$ cat config.mk
export PLATFORM = sky130hd
export DESIGN_NAME = fmap_bram_writer
export DESIGN_NICKNAME = d
export VERILOG_FILES = /design/src/rtl/fmap_bram_writer.sv
export SDC_FILE = /design/constraint.sdc
export NUM_CORES = 1
export LEC_CHECK = 0
export BUFFER_PORTS_ARGS = -buffer_cell sky130_fd_sc_hd__buf_2
export CORE_UTILIZATION = 40
export CTS_CLUSTER_DIAMETER = 100
export DETAILED_ROUTE_END_ITERATION = 16
export HOLD_SLACK_MARGIN = 0.15
export PLACE_DENSITY = 0.6
export SKIP_LAST_GASP = 1
export SYNTH_ARGS = -nofsm -noshare
export SYNTH_HDL_FRONTEND = slang
export SYNTH_SLANG_ARGS = --single-unit
$ cat constraint.sdc
create_clock -name clk -period 5.1 [get_ports clk]
set_input_delay 1.02 -clock clk [delete_from_list [all_inputs] [get_ports clk]]
set_output_delay 1.02 -clock clk [all_outputs]
set_load 0.01 [all_outputs]
$ cat src/rtl/fmap_bram_writer.sv
// Purpose : serialise one packed conv-layer output row onto a single-port BRAM write port.
// Latency : first byte is on the BRAM port the cycle after the row is accepted; OUTLEN+1 cycles per row.
// Backpres: row_ready is low while a row is being written (and in DONE); an offered row waits.
//
// Ports
//   clk        system clock, also BRAM clka
//   global_rst async active-low reset
//   ce         clock enable; ce=0 freezes all state and drops ena/wea
//   start      clears row/channel position, honoured only in IDLE
//   row_valid / row_data / row_ready   row handshake, byte c at row_data[8*c +: 8]
//   ena / wea / addra / dina            BRAM write port (registered)
//   busy       high while not IDLE
//   row_cnt / ch_cnt  position of the row currently being written / next to be written
//   end_mod    one-cycle pulse after the last byte of the feature map
module fmap_bram_writer #(
   parameter int OUTLEN    = 61,
   parameter int ROWS      = 61,
   parameter int CHANNELNB = 4,
   parameter int ADDR_W    = 14
) (
   input  logic                  clk,
   input  logic                  global_rst,
   input  logic                  ce,
   input  logic                  start,
   input  logic                  row_valid,
   input  logic [8*OUTLEN-1:0]   row_data,
   output logic                  row_ready,
   output logic                  ena,
   output logic                  wea,
   output logic [ADDR_W-1:0]     addra,
   output logic [7:0]            dina,
   output logic                  busy,
   output logic [7:0]            row_cnt,
   output logic [7:0]            ch_cnt,
   output logic                  end_mod
);

   localparam int COL_W = $clog2(OUTLEN + 1);

   localparam logic [ADDR_W-1:0] ROW_STRIDE = ADDR_W'(OUTLEN);
   localparam logic [ADDR_W-1:0] CH_STRIDE  = ADDR_W'(ROWS * OUTLEN);
   localparam logic [COL_W-1:0]  COL_END    = COL_W'(OUTLEN);
   localparam logic [7:0]        ROW_LAST   = 8'(ROWS - 1);
   localparam logic [7:0]        CH_LAST    = 8'(CHANNELNB - 1);

   typedef enum logic [1:0] {
      IDLE  = 2'd0,
      WRITE = 2'd1,
      DONE  = 2'd2
   } state_t;

   state_t              state_q, state_d;

   // col_q counts bytes already placed on the BRAM port for the current row.
   // Byte 0 is launched on the accept edge itself, so WRITE starts at col 1;
   // col_q == OUTLEN is the tail cycle that retires the row and moves counters.
   logic [COL_W-1:0]    col_q, col_d;

   // Row buffer is a byte shift register: the next byte to write is always
   // the low byte, which avoids a wide variable-index mux.
   logic [8*OUTLEN-1:0] buf_q, buf_d;

   logic [7:0]          row_d, ch_d;
   logic                ena_d, wea_d, end_d, busy_d;
   logic [ADDR_W-1:0]   addra_d;
   logic [7:0]          dina_d;

   logic [COL_W-1:0]    wr_col;
   logic [ADDR_W-1:0]   wr_addr;

   assign row_ready = ce && (state_q == IDLE);

   // Address of the byte being launched this cycle; in IDLE that is byte 0.
   assign wr_col  = (state_q == WRITE) ? col_q : '0;
   assign wr_addr = ADDR_W'(ch_cnt) * CH_STRIDE
                  + ADDR_W'(row_cnt) * ROW_STRIDE
                  + ADDR_W'(wr_col);

   always_comb begin
      state_d = state_q;
      col_d   = col_q;
      buf_d   = buf_q;
      row_d   = row_cnt;
      ch_d    = ch_cnt;
      ena_d   = 1'b0;
      wea_d   = 1'b0;
      addra_d = addra;
      dina_d  = dina;
      end_d   = end_mod;
      busy_d  = busy;

      if (ce) begin
         case (state_q)
            IDLE: begin
               if (start) begin
                  // start wins over a waiting row; the row is taken next cycle
                  row_d = '0;
                  ch_d  = '0;
               end else if (row_valid) begin
                  buf_d   = row_data >> 8;
                  dina_d  = row_data[7:0];
                  addra_d = wr_addr;
                  ena_d   = 1'b1;
                  wea_d   = 1'b1;
                  col_d   = COL_W'(1);
                  state_d = WRITE;
                  busy_d  = 1'b1;
               end
            end

            WRITE: begin
               if (col_q != COL_END) begin
                  dina_d  = buf_q[7:0];
                  buf_d   = buf_q >> 8;
                  addra_d = wr_addr;
                  ena_d   = 1'b1;
                  wea_d   = 1'b1;
                  col_d   = col_q + 1'b1;
               end else begin
                  col_d   = '0;
                  state_d = IDLE;
                  busy_d  = 1'b0;
                  if (row_cnt != ROW_LAST) begin
                     row_d = row_cnt + 8'd1;
                  end else begin
                     row_d = '0;
                     if (ch_cnt != CH_LAST) begin
                        ch_d = ch_cnt + 8'd1;
                     end else begin
                        ch_d    = '0;
                        state_d = DONE;
                        busy_d  = 1'b1;
                        end_d   = 1'b1;
                     end
                  end
               end
            end

            DONE: begin
               state_d = IDLE;
               end_d   = 1'b0;
               busy_d  = 1'b0;
            end

            default: begin
               state_d = IDLE;
               end_d   = 1'b0;
               busy_d  = 1'b0;
            end
         endcase
      end
   end

   always_ff @(posedge clk or negedge global_rst) begin
      if (!global_rst) begin
         state_q <= IDLE;
         col_q   <= '0;
         buf_q   <= '0;
         row_cnt <= '0;
         ch_cnt  <= '0;
         ena     <= 1'b0;
         wea     <= 1'b0;
         addra   <= '0;
         dina    <= '0;
         end_mod <= 1'b0;
         busy    <= 1'b0;
      end else begin
         state_q <= state_d;
         col_q   <= col_d;
         buf_q   <= buf_d;
         row_cnt <= row_d;
         ch_cnt  <= ch_d;
         ena     <= ena_d;
         wea     <= wea_d;
         addra   <= addra_d;
         dina    <= dina_d;
         end_mod <= end_d;
         busy    <= busy_d;
      end
   end

endmodule

# Yosys cells after proc, flatten, opt, wreduce, memory -nomap -nowiden
# Index checks and enable logic that the tools add are counted.
[classes]
n_addsub = 5
n_mul = 2
eq_ne = 11
n_mux = 46
n_bitwise = 1
n_reduce_logical = 9
[ops]
columns = ["operator", "count"]
rows = [
  ["$mux 488", 3],
  ["$pmux 488 s2", 1],
  ["$mux 8", 9],
  ["$pmux 8 s2", 3],
  ["$mux 14", 3],
  ["$pmux 14 s2", 1],
  ["$mux 6", 4],
  ["$add 8x1->8 const B", 2],
  ["$reduce_and 5->1", 3],
  ["$add 14x14->14", 1],
  ["$add 14x6->14", 1],
  ["$mul 8x12->14 const B", 1],
  ["$mul 8x6->14 const B", 1],
  ["$mux 1", 12],
  ["$ne 2x2->1 const B", 6],
  ["$pmux 6 s2", 1],
  ["$reduce_and 4->1", 3],
  ["$mux 2", 5],
  ["$ne 8x2->1 const B", 1],
  ["$ne 8x6->1 const B", 1],
  ["$add 6x1->6 const B", 1],
  ["$ne 6x6->1 const B", 1],
  ["$pmux 1 s2", 3],
  ["$pmux 2 s2", 1],
  ["other kinds (6)", 6],
]
[totals]
register_bits = 537
in_bits = 493
out_inout_bits = 43
wordCells = 84

# Logic depth before layout (Yosys ltp)
# Gate-level depths: netlist of the first run.
[logic_depth]
depth_word = 6
depth_mapped = 22
ltp_nobuf = 20

# Least setup slack after synthesis of the first run
# Ideal clock, no wire load.
[synth_timing]
kind = "register -> register"
start = "register state_q[0]"
end = "register addra[12]"
setup_time_ns = 0.135
arrival_ns = 4.937
required_time_ns = 4.965
path_slack_ns = 0.029
path_stages_with_launch = 21
n_path_buf = 2
period_less_slack_ns = 5.071
path_cell_list = "dfrtp_1 inv_2 nor2_2 buf_2 clkbuf_1 and2_1 ha_1 ha_1 ha_1 inv_1 fa_1 fa_1 fa_1 inv_1 ha_1 nor2b_1 o21ai_0 a21boi_0 o31ai_1 mux2i_1 o311ai_1"
[synth_via]
elab_chain_len = 6
word_cells_on_any_way = 13
classes_between = "1 x add/sub; 4 x eq/ne; 5 x mux; 3 x reduce/logical"
[synth_rtl]
columns = ["element", "line", "source"]
rows = [
  ["start: declaration", "52", "state_t state_q, state_d;"],
  ["start signal: assignment", "168", "state_q <= state_d;"],
  ["$eq 2x1->1", "74, 93", ""],
  ["$mux 6", "74", "assign wr_col = (state_q == WRITE) ? col_q : '0;"],
  ["$add 14x6->14", "77", "+ ADDR_W'(wr_col);"],
  ["$mux 14", "99", "end else if (row_valid) begin"],
  ["$mux 14", "95", "if (start) begin"],
  ["$pmux 14 s2", "93", "case (state_q)"],
  ["end signal: assignment", "175", "addra <= addra_d;"],
  ["end: declaration", "30", "output logic [ADDR_W-1:0] addra,"],
]
# Several ways; a longest one is shown, not always the timed one. The select of a mux whose other input is x is not followed.
# A chain may end at the register's enable or synchronous reset.

# Worst setup path in the final report of the first run
[layout_timing]
start = "register row_cnt[0]"
end = "register addra[13]"
[layout_via]
elab_chain_len = 6
word_cells_on_any_way = 7
classes_between = "2 x add/sub; 1 x mul; 4 x mux"
[layout_rtl]
columns = ["element", "line", "source"]
rows = [
  ["start: declaration", "33", "output logic [7:0] row_cnt,"],
  ["start signal: assignment", "171", "row_cnt <= row_d;"],
  ["$mul 8x6->14 (*)", "76", "+ ADDR_W'(row_cnt) * ROW_STRIDE"],
  ["$add 14x14->14 (*)", "76", ""],
  ["$add 14x6->14 (*)", "77", ""],
  ["$mux 14", "99", ""],
  ["$mux 14", "95", ""],
  ["$pmux 14 s2 (*)", "93", ""],
]
# Mark *: on every way between the ends. The rest lies on a longest branch, timed or not. The select of a mux whose other input is x is not followed.

==> run metrics, run 1 <==
Setup Fix Bufs, Post-CTS 0; top cells by area, synth dfrtp_1 (50%), nand2_1 (14%), a31oi_1 (11%), nor2_1 (7.1%), ha_1 (3.7%); Max Cap Viol 0; fraction of layout cells with a size suffix above 1 0.193; htree depth 2; initial core utilization 0.406; Cell Area, Placed approximately 30000 um^2; r2r endpoint addra[13]$_DFFE_PN0P_; adder-cell share of the synthesized area 0.0728; Peak VDD IR 0.000286 V; crit path kind reg -> reg; vias per cell 5.08; Sequential Power Share 0.431; number of synthesized flops with an enable pin 0; Synthesized Nets 3745; initial antenna violation count 27; total CTS buffers 58; Placeable Area about 65000 um^2; flop2flop setup slack 0.19 ns; CP Cell Sequence fa_1, inv_1, fa_1, fa_1, fa_1, inv_1, fa_1, inv_1, fa_1, inv_1, ha_4, o21ai_0, o21ai_1, buf_4, o2111ai_4, a32oi_2, xnor2_1, o21ai_1; Rel. slew slack 0.211; largest family of logic cells by synthesized area simple AND/OR/NAND/NOR gates; worst r2r src row_cnt[0]$_DFFE_PN0P_; Async S/R FF share, synth 1.00; Clock Path Buffers 3; count leader, synth nand2_1; switching part of the total power 0.340; largest net degree at the start of global routing 207; CP Capture Type flop; xor/xnor share of the synthesized area 0.00698; GRT overflow 0; clk_skew between 0.02 and 0.025 ns; final hold vios 0; Worst Path Arrival 5.38 ns; post-detailed-route DRC marker count 0; clock sinks 529; P_int 0.00975 W; row count 93; period utilisation layout 0.962; total track usage 0.229; Worst Path Required 5.57 ns; hold crit path type in -> async; fin. max-slew vios 0; Worst R2R Path Depth 18; first-pass GRT wire length 122000 um; filler instances around 6300; mapped cell area ~26000 um^2; CTS Hold Bufs 0; Clk pwr share 0.293; PD cells 467 nW/um^2; post-route design area 31700 um^2; Initial DRC Count 1956; 1st-pass router iterations 8; clk slew on worst S/H paths ~0.06 ns; final worst slack 0.193 ns; critical-path maximum fanout 3; slowest cell delay on critical path 0.56 ns; part of the Yosys area used for sequential elements 0.502; CP most frequent cell fa_1; post-synthesis simple-gate area fraction 0.229; Post-DRT Antenna Nets 0; crit path time final ~5 ns; FF+latch area 13200 um^2; leakage power about 15 nW; clock insertion delay at the later pin of the skew report 0.62 ns; Yosys reg bits 529; Synth Area in Compound Gates 0.134; DR vias 22715; IO Count approximately 540; syn_area_per_cell 8.43 um^2; Final GP Congestion a little under 0.9; crit path launch type flop; mux cell area share after synthesis 0.000380; Synth Instances 3127; Comb pwr share 0.276; status complete, no violations; area of the die 66900 um^2; setup violators final 0; dominant cell type by area after synthesis dfrtp_1; Synth-to-Final Area Change 20.2%; Crit-path slowest cell fa_1; CTS tree built; Worst Tran Pin Value 1.18 ns; Fmax achieved slightly above 0.2 GHz; Post-DP HPWL 54900 um; RSZ-0062 raised after global routing yes; synth warn 0; Net Switching 0.00503 W; wire per inst 17.6 um; number of I/O port buffers between 500 and 600; Chip Width 259 um; number of global-route vias before repair 22059; Netlist cell types 51; clock root buffer clkbuf_16; Layout Nets 4167; footprint of the multi-input gates 11700 um^2; die height 259 um; pre-CTS WS 0.0722 ns; Top FF cell, synth dfrtp_1; synth cell count leaders nand2_1 (1016), dfrtp_1 (529), nor2_1 (497); share of the synthesized area in the top cell type 0.502; Routed WL 78400 um
==> per-stage QoR <==
stage	cells	util	power (W)	hold slack (ns)	setup TNS, ns
2_1_floorplan	3127	-	0.00918	0.439	0
4_1_cts	4452	0.487	0.0149	0.431	0
3_5_place_dp	4344	0.457	0.0105	0.459	0
6_report	4469	0.488	0.0148	0.408	0
5_1_grt	4463	0.488	0.0159	0.460	-0.0611
3_3_place_gp	4344	0.457	0.0104	0.450	0
==> power by group through the flow <==
stage / combinational, W / sequential, W / clock, W
finish: 0.00408 / 0.00637 / 0.00432
global route: 0.00472 / 0.00656 / 0.00459
CTS: 0.00411 / 0.00639 / 0.00443
detailed placement: 0.00408 / 0.00645 / 0
global placement: 0.00402 / 0.00642 / 0
floorplan: 0.00293 / 0.00624 / 0
==> flip-flops by register name, summed over array words and instances, names as in the netlist, 2 cells and up <==
name	cells
col_q	6
buf_q	480
row_cnt	8
ch_cnt	8
state_q	2
dina	8
addra	14
==> cell type report <==
cell class,count,share of cell area
Sequential cell,529,0.418
Clock inverter,19,0.00617
Inverter,103,0.0125
Multi-Input combinational cell,2274,0.370
Antenna cell,17,0.00134
Timing Repair Buffer,583,0.102
Tap cell,855,0.0338
Clock buffer,89,0.0559
==> worst max-delay path, delay by kind of cell, from the launching register on <==
kind / cells / cell delay [ns]
buffers and inverters: 5 / 0.36
flip-flops: 1 / 0.40
adder cells (fa/ha/maj): 7 / 3.23
AO/OA/AOI/OAI: 5 / 0.65
XOR/XNOR: 1 / 0.13
==> worst max path at each step <==
| stage | slack, ns | startpoint | end | cells after the start |
|---|---|---|---|---|
| 6_report | 0.19 | row_cnt[0]$_DFFE_PN0P_ | addra[13]$_DFFE_PN0P_ | 18 |
| 5_1_grt | -0.06 | row_cnt[0]$_DFFE_PN0P_ | addra[13]$_DFFE_PN0P_ | 18 |
| 4_1_cts | 0.06 | row_cnt[0]$_DFFE_PN0P_ | addra[13]$_DFFE_PN0P_ | 18 |
| 3_5_place_dp | 0.07 | row_cnt[0]$_DFFE_PN0P_ | addra[13]$_DFFE_PN0P_ | 18 |
| 3_3_place_gp | 0.11 | row_cnt[0]$_DFFE_PN0P_ | addra[13]$_DFFE_PN0P_ | 18 |
| 2_1_floorplan | 0.03 | state_q[0]$_DFFE_PN0P_ | addra[12]$_DFFE_PN0P_ | 20 |
==> kinds of logic after synthesis <==
kind of cell / count (synthesis)
and+or+nand+nor: 1565
DFF: 529
AOI/OAI and AO/OA: 562
muxes: 1
xor gates and xnor gates: 21
adders and majority gates: 125
buffers and inverters: 324
==> per-layer routing <==
layer / GRT usage / routed length, um / part of all wire / up-vias
li1: - / - / - / 11233
met1: 0.311 / 34600 / 0.44 / 10790
met2: 0.366 / 37100 / 0.47 / 538
met3: 0.0475 / 4610 / 0.059 / 128
met4: 0.0774 / 1980 / 0.025 / 26
met5: 0 / 161 / 0.0021 / -
==> placed cells by master (no fill, tap or decap), types with 5 or more instances in the layout <==
cell	n
a21o_1	5
diode_2	17
a21oi_1	12
buf_2	534
clkbuf_8	18
xor2_1	10
xnor2_1	11
and2_1	6
o31ai_1	10
nand2_1	1016
buf_12	15
a31oi_1	481
clkinv_2	12
inv_1	101
fa_1	47
clkbuf_1	12
o21ai_0	35
ha_1	77
clkbuf_16	59
nor2_1	497
buf_4	33
dfrtp_1	529
nand3_1	16
==> repair_timing <==
action,CTS,global route
gates resized for setup,0,8
endpoints found under the hold margin,0,0
setup endpoints to repair,0,5
No activity file was read; power rests on OpenSTA's default activity.
==> run 2, diff against run 1 <==
- PLACE_DENSITY: 0.6 -> default
- PLACE_DENSITY_LB_ADDON: default -> 0.3
==> run 2 against run 1 <==
  * Via count grew 0.18%
  * Highest routed layer unchanged
  * Die area is the same
  * First-iteration DRC count down 2.4%
  * Combinational power about the same
  * Setup slack got worse by 0.0027 ns
  * Clock power is 5.6% higher
  * Core utilization about the same
  * Cell count fell by 0.20%
  * Worst hold slack better by 0.060 ns
  * Largest power group unchanged
  * Sequential power about the same
  * Flip-flop and latch count unchanged
  * Register-to-register slack is essentially flat
==> run metrics, run 2 (synthesized netlist as in run 1, its figures left out) <==
status complete, no violations; cell family with most CP delay adder cells; Placeable Area 64800 um^2; clock root buffer clkbuf_16; largest reg by FF count buf_q; Crit-path slowest cell fa_1; Clock Path Buffers 3; filler instances 6325; total CTS buffers 58; CP most frequent cell fa_1; Fmax achieved 0.204 GHz; max reg flops 480; Peak VDD IR 0.000256 V; CTS Hold Bufs 0; most common cell after layout, fill and taps aside nand2_1; clk_skew 0.0172 ns; die height 259 um; 1st-pass router iterations 5; Worst Path Arrival 5.36 ns; CTS tree built; Initial DRC Count 1909; worst path buffer plus inverter count 5; Routed WL ~77000 um; clock sinks 529; initial antenna violation count 23; crit path launch type flop; initial core utilization 0.406; GRT overflow 0; most frequent cells in the layout nand2_1 (1016), buf_2 (534), dfrtp_1 (528); first-pass GRT wire length 120000 um; PD cells 474 nW/um^2; fin. max-slew vios 0; crit path kind reg -> reg; Crit. Startpoint row_cnt[0]$_DFFE_PN0P_; period utilisation layout 0.963; CP Cell Sequence fa_1, inv_1, fa_1, fa_1, fa_1, inv_1, fa_1, inv_1, fa_1, inv_1, ha_4, o21ai_0, o21ai_1, buf_4, o2111ai_2, a32oi_1, xnor2_1, o21ai_0; RSZ-0062 raised after global routing yes; number of I/O port buffers about 540; clock insertion delay at the later pin of the skew report a little over 0.6 ns; Final GP Congestion 0.843; CP Capture Type flop; Max Cap Viol 0; crit path time final 4.91 ns; IO Count 536; number of global-route vias before repair roughly 22000; worst r2r src row_cnt[0]$_DFFE_PN0P_; clk slew on worst S/H paths about 0.060 ns; final hold vios 0; Synth-to-Final Area Change 20.2%; FF+latch area 13200 um^2; area of the die 66900 um^2; largest net degree at the start of global routing approximately 230; Rel. slew slack 0.256; Post-DRT Antenna Nets 0; total track usage 0.226; Worst Tran Pin Value 1.12 ns; wire per inst around 17 um; fraction of layout cells with a size suffix above 1 0.193; row count 93; total power 0.0150 W; Chip Width 259 um; leakage power 15.0 nW; slowest cell delay on critical path between 0.5 and 0.6 ns; Worst Path Required 5.55 ns; Top Registers buf_q (480), addra (14); vias per cell 5.10; Post-DP HPWL approximately 54000 um; setup violators final 0; DR vias roughly 23000; htree depth 2; Hold Crit Start buf_q[474]$_DFFE_PN0P_; critical-path maximum fanout 3; Layout Nets 4162; fin util 0.489; post-detailed-route DRC marker count 0; Min Hold Slack 0.468 ns; footprint of the multi-input gates 11700 um^2; hold crit path type reg -> reg
-- run 2: changes by cell type in the layout (fill, tap and decap cells not counted), sizes merged --
| cell | change |
|---|---|
| diode | -1 |
| inv | +1 |
| bufinv | +6 |
| clkinv | +1 |
| clkbuf | -11 |
| buf | -5 |
-- run 2: cell type report --
class / instances / area share
sequential: 529 / 0.418
multi-input combinational: 2274 / 0.369
timing repair buffer: 578 / 0.0998
clock buffer: 78 / 0.0533
tap: 855 / 0.0338
inverter: 103 / 0.0124
clock inverter: 27 / 0.0122
antenna: 16 / 0.00126
-- run 2: worst paths after layout --
| path | endpoint | slack, ns | depth (start not counted) |
|---|---|---|---|
| max | addra[13]$_DFFE_PN0P_ | 0.19 | 18 |
| min reg2reg | buf_q[474]$_DFFE_PN0P_ | 0.47 | 2 |
| min in group asynchronous | buf_q[260]$_DFFE_PN0P_ | 0.48 | 1 |
| max in group asynchronous | buf_q[411]$_DFFE_PN0P_ | 3.51 | 2 |
| max reg2reg | addra[13]$_DFFE_PN0P_ | 0.19 | 18 |
| min | buf_q[474]$_DFFE_PN0P_ | 0.47 | 2 |
-- run 2: stage by stage --
stage                     TNS, ns  setup slack, ns  instance area, um^2  instances
after global placement          0            0.133                29500       4339
after detailed placement        0           0.0694                29500       4339
final                           0            0.190                31700       4460
after global routing      -0.0162          -0.0132                31600       4453
after floorplan                 0           0.0286                26300       3127
after CTS                       0           0.0564                31600       4444
-- run 2: report_power, final --
group / leakage, nW / internal (W) / total (W) / switching, W
logic: 8.03 / 0.00164 / 0.00407 / 0.00243
registers: 5.95 / 0.00557 / 0.00639 / 0.000816
clock network: 1.03 / 0.00277 / 0.00456 / 0.00179
total: 15.0 / 0.00998 / 0.0150 / 0.00504
-- run 2: worst reg2reg max path: stages (launching register included) --
cell	delay, ns
dfrtp_1	0.40
fa_1	0.53
inv_1	0.05
fa_1	0.46
fa_1	0.48
fa_1	0.50
inv_1	0.05
fa_1	0.47
inv_1	0.06
fa_1	0.48
inv_1	0.06
ha_4	0.27
o21ai_0	0.08
o21ai_1	0.13
buf_4	0.14
o2111ai_2	0.12
a32oi_1	0.26
xnor2_1	0.13
o21ai_0	0.08
-- run 2: repair_timing --
item                                    in CTS  in global routing
resized for setup                            0                  5
endpoints found under the setup margin       0                  4
buffers inserted                             0                  0
-- run 2: per-layer routing --
metal | share of wire | GRT usage
met4 | 0.029 | 0.0735
met1 | 0.43 | 0.300
met3 | 0.061 | 0.0441
met2 | 0.47 | 0.373
met5 | 0.0020 | 0
==> run 3, diff against run 2 <==
- RECOVER_POWER: default -> 100
==> run 3 against run 2 <==
  * The flow now finishes with violations (capacitance limit, slew limit)
  * First-iteration DRC count up 2.4%
  * Cell area down 0.45%
  * Cell count unchanged
  * Register-to-register slack about the same
  * Clock power about the same
  * Flip-flop and latch count unchanged
  * Non-clock buffer count unchanged
  * Largest cell class unchanged
  * Highest routed layer unchanged
==> run metrics, run 3 (synthesized netlist as in run 1, its figures left out) <==
Worst Path Required 5.55 ns; critical-path maximum fanout 3; area of the die between 60000 and 70000 um^2; max reg flops 480; Synth-to-Final Area Change 19.6%; clock sinks 529; fraction of layout cells with a size suffix above 1 0.182; Routed WL 76900 um; GRT overflow 0; number of I/O port buffers 535; setup violators final 0; Hold Crit Start buf_q[474]$_DFFE_PN0P_; Worst Tran Pin Value 2.85 ns; crit path time final 4.91 ns; Rel. slew slack -0.903; Worst R2R Path Depth 18; slowest cell delay on critical path 0.53 ns; Placeable Area 64800 um^2; largest net degree at the start of global routing 228; leakage power approximately 15 nW; clock root buffer clkbuf_16; total CTS buffers 58; post-CTS sizing 0; status finished with violations; 1st-pass router iterations 5; M1 WL 33000 um; total power between 0.015 and 0.02 W; cell family with most CP delay adder cells; CP Capture Type flop; r2r endpoint addra[13]$_DFFE_PN0P_; pre-CTS WS ~0.07 ns; post-detailed-route DRC marker count 0; Max Cap Viol 2; CP Cell Sequence fa_1, inv_1, fa_1, fa_1, fa_1, inv_1, fa_1, inv_1, fa_1, inv_1, ha_4, o21ai_0, o21ai_1, buf_4, o2111ai_2, a32oi_1, xnor2_1, o21ai_0; DR vias 22714; RSZ-0062 raised after global routing yes; violated checks capacitance limit, slew limit; total track usage 0.226; vias per cell 5.09; htree depth 2; Crit-path slowest cell fa_1; worst path buffer plus inverter count 5; flop2flop setup slack 0.19 ns; Clock Path Buffers 3; final hold vios 0; Post-DRT Antenna Nets 0; most frequent cells in the layout nand2_1 (1016), dfrtp_1 (528), buf_2 (504); post-route design area 31500 um^2; clock insertion delay at the later pin of the skew report just over 0.6 ns; period utilisation layout 0.962; crit path launch type flop; die height 259 um; largest reg by FF count buf_q; CTS tree built; Initial DRC Count a little under 2000; final worst slack 0.193 ns; metal2 WL 36800 um; first-pass GRT wire length 120000 um; Final GP Congestion 0.843; most common cell after layout, fill and taps aside nand2_1; Met3 Routed Length 4870 um; Chip Width about 260 um; initial core utilization 0.406; Peak VDD IR roughly 0.00026 V; Cell Area, Placed around 30000 um^2; Top Registers buf_q (480), addra (14); Placed Cells 4339; Layout Nets 4162; worst r2r src row_cnt[0]$_DFFE_PN0P_; hold path depth 2; fin. max-slew vios 322; clk slew on worst S/H paths around 0.060 ns; row count 93; Fmax achieved roughly 0.2 GHz; CTS Hold Bufs 0; Hold Path End buf_q[474]$_DFFE_PN0P_; clk_skew 0.0148 ns; wire per inst 17.2 um; Post-DP HPWL 53900 um; IO Count 536; number of global-route vias before repair about 22000; initial antenna violation count 23; Setup Fix Bufs, Post-CTS 0; PD cells about 480 nW/um^2; Finished Layout Cells 4460; hold crit path type reg -> reg; crit path kind reg -> reg; highest metal used met5; Worst Path Arrival 5.36 ns; CP most frequent cell fa_1; Min Hold Slack 0.467 ns
run 3: cell count changes in the layout (fill, tap and decap cells not counted), moves of 3 or more:
cell / delta
clkbuf_2: +4
buf_12: -4
buf_2: -30
clkbuf_1: +37
clkbuf_4: +3
buf_4: -9
run 3: worst register-to-register path: stages, from the launching register on:
cell       delay [ns]
dfrtp_1          0.40
fa_1             0.53
inv_1            0.05
fa_1             0.46
fa_1             0.48
fa_1             0.50
inv_1            0.05
fa_1             0.47
inv_1            0.05
fa_1             0.48
inv_1            0.06
ha_4             0.27
o21ai_0          0.08
o21ai_1          0.13
buf_4            0.14
o2111ai_2        0.12
a32oi_1          0.26
xnor2_1          0.13
o21ai_0          0.08
run 3: layout make-up:
cell class	instances	area, um^2
sequential	529	13200
multi-input combinational	2274	11700
tap	855	1070
inverter	103	394
timing repair buffer	578	3030
antenna	16	40.0
clock inverter	27	385
fill	6355	33300
clock buffer	78	1690
run 3: worst max path at each step:
stage / startpoint / endpoint / cells after the start
finish: row_cnt[0]$_DFFE_PN0P_ / addra[13]$_DFFE_PN0P_ / 18
global route: row_cnt[0]$_DFFE_PN0P_ / addra[13]$_DFFE_PN0P_ / 18
CTS: row_cnt[0]$_DFFE_PN0P_ / addra[10]$_DFFE_PN0P_ / 16
detailed placement: row_cnt[0]$_DFFE_PN0P_ / addra[10]$_DFFE_PN0P_ / 16
global placement: row_cnt[0]$_DFFE_PN0P_ / addra[13]$_DFFE_PN0P_ / 18
floorplan: state_q[0]$_DFFE_PN0P_ / addra[12]$_DFFE_PN0P_ / 20
run 3: power breakdown:
| group | switching, W | total [W] | internal (W) | leakage (nW) |
|---|---|---|---|---|
| clock network | 0.00179 | 0.00456 | 0.00277 | 1.03 |
| registers | 0.000817 | 0.00639 | 0.00557 | 5.95 |
| logic | 0.00243 | 0.00406 | 0.00163 | 7.88 |
run 3: per-layer routing:
metal,track usage,vias up
met5,0,-
met4,0.0735,24
met3,0.0441,133
met2,0.373,537
met1,0.300,10807
li1,-,11213
run 3: per-stage QoR:
| stage | TNS (ns) | utilization |
|---|---|---|
| 6_report | 0 | 0.486 |
| 3_5_place_dp | 0 | 0.456 |
| 3_3_place_gp | 0 | 0.456 |
| 4_1_cts | 0 | 0.488 |
| 2_1_floorplan | 0 | - |
| 5_1_grt | -0.0162 | 0.486 |
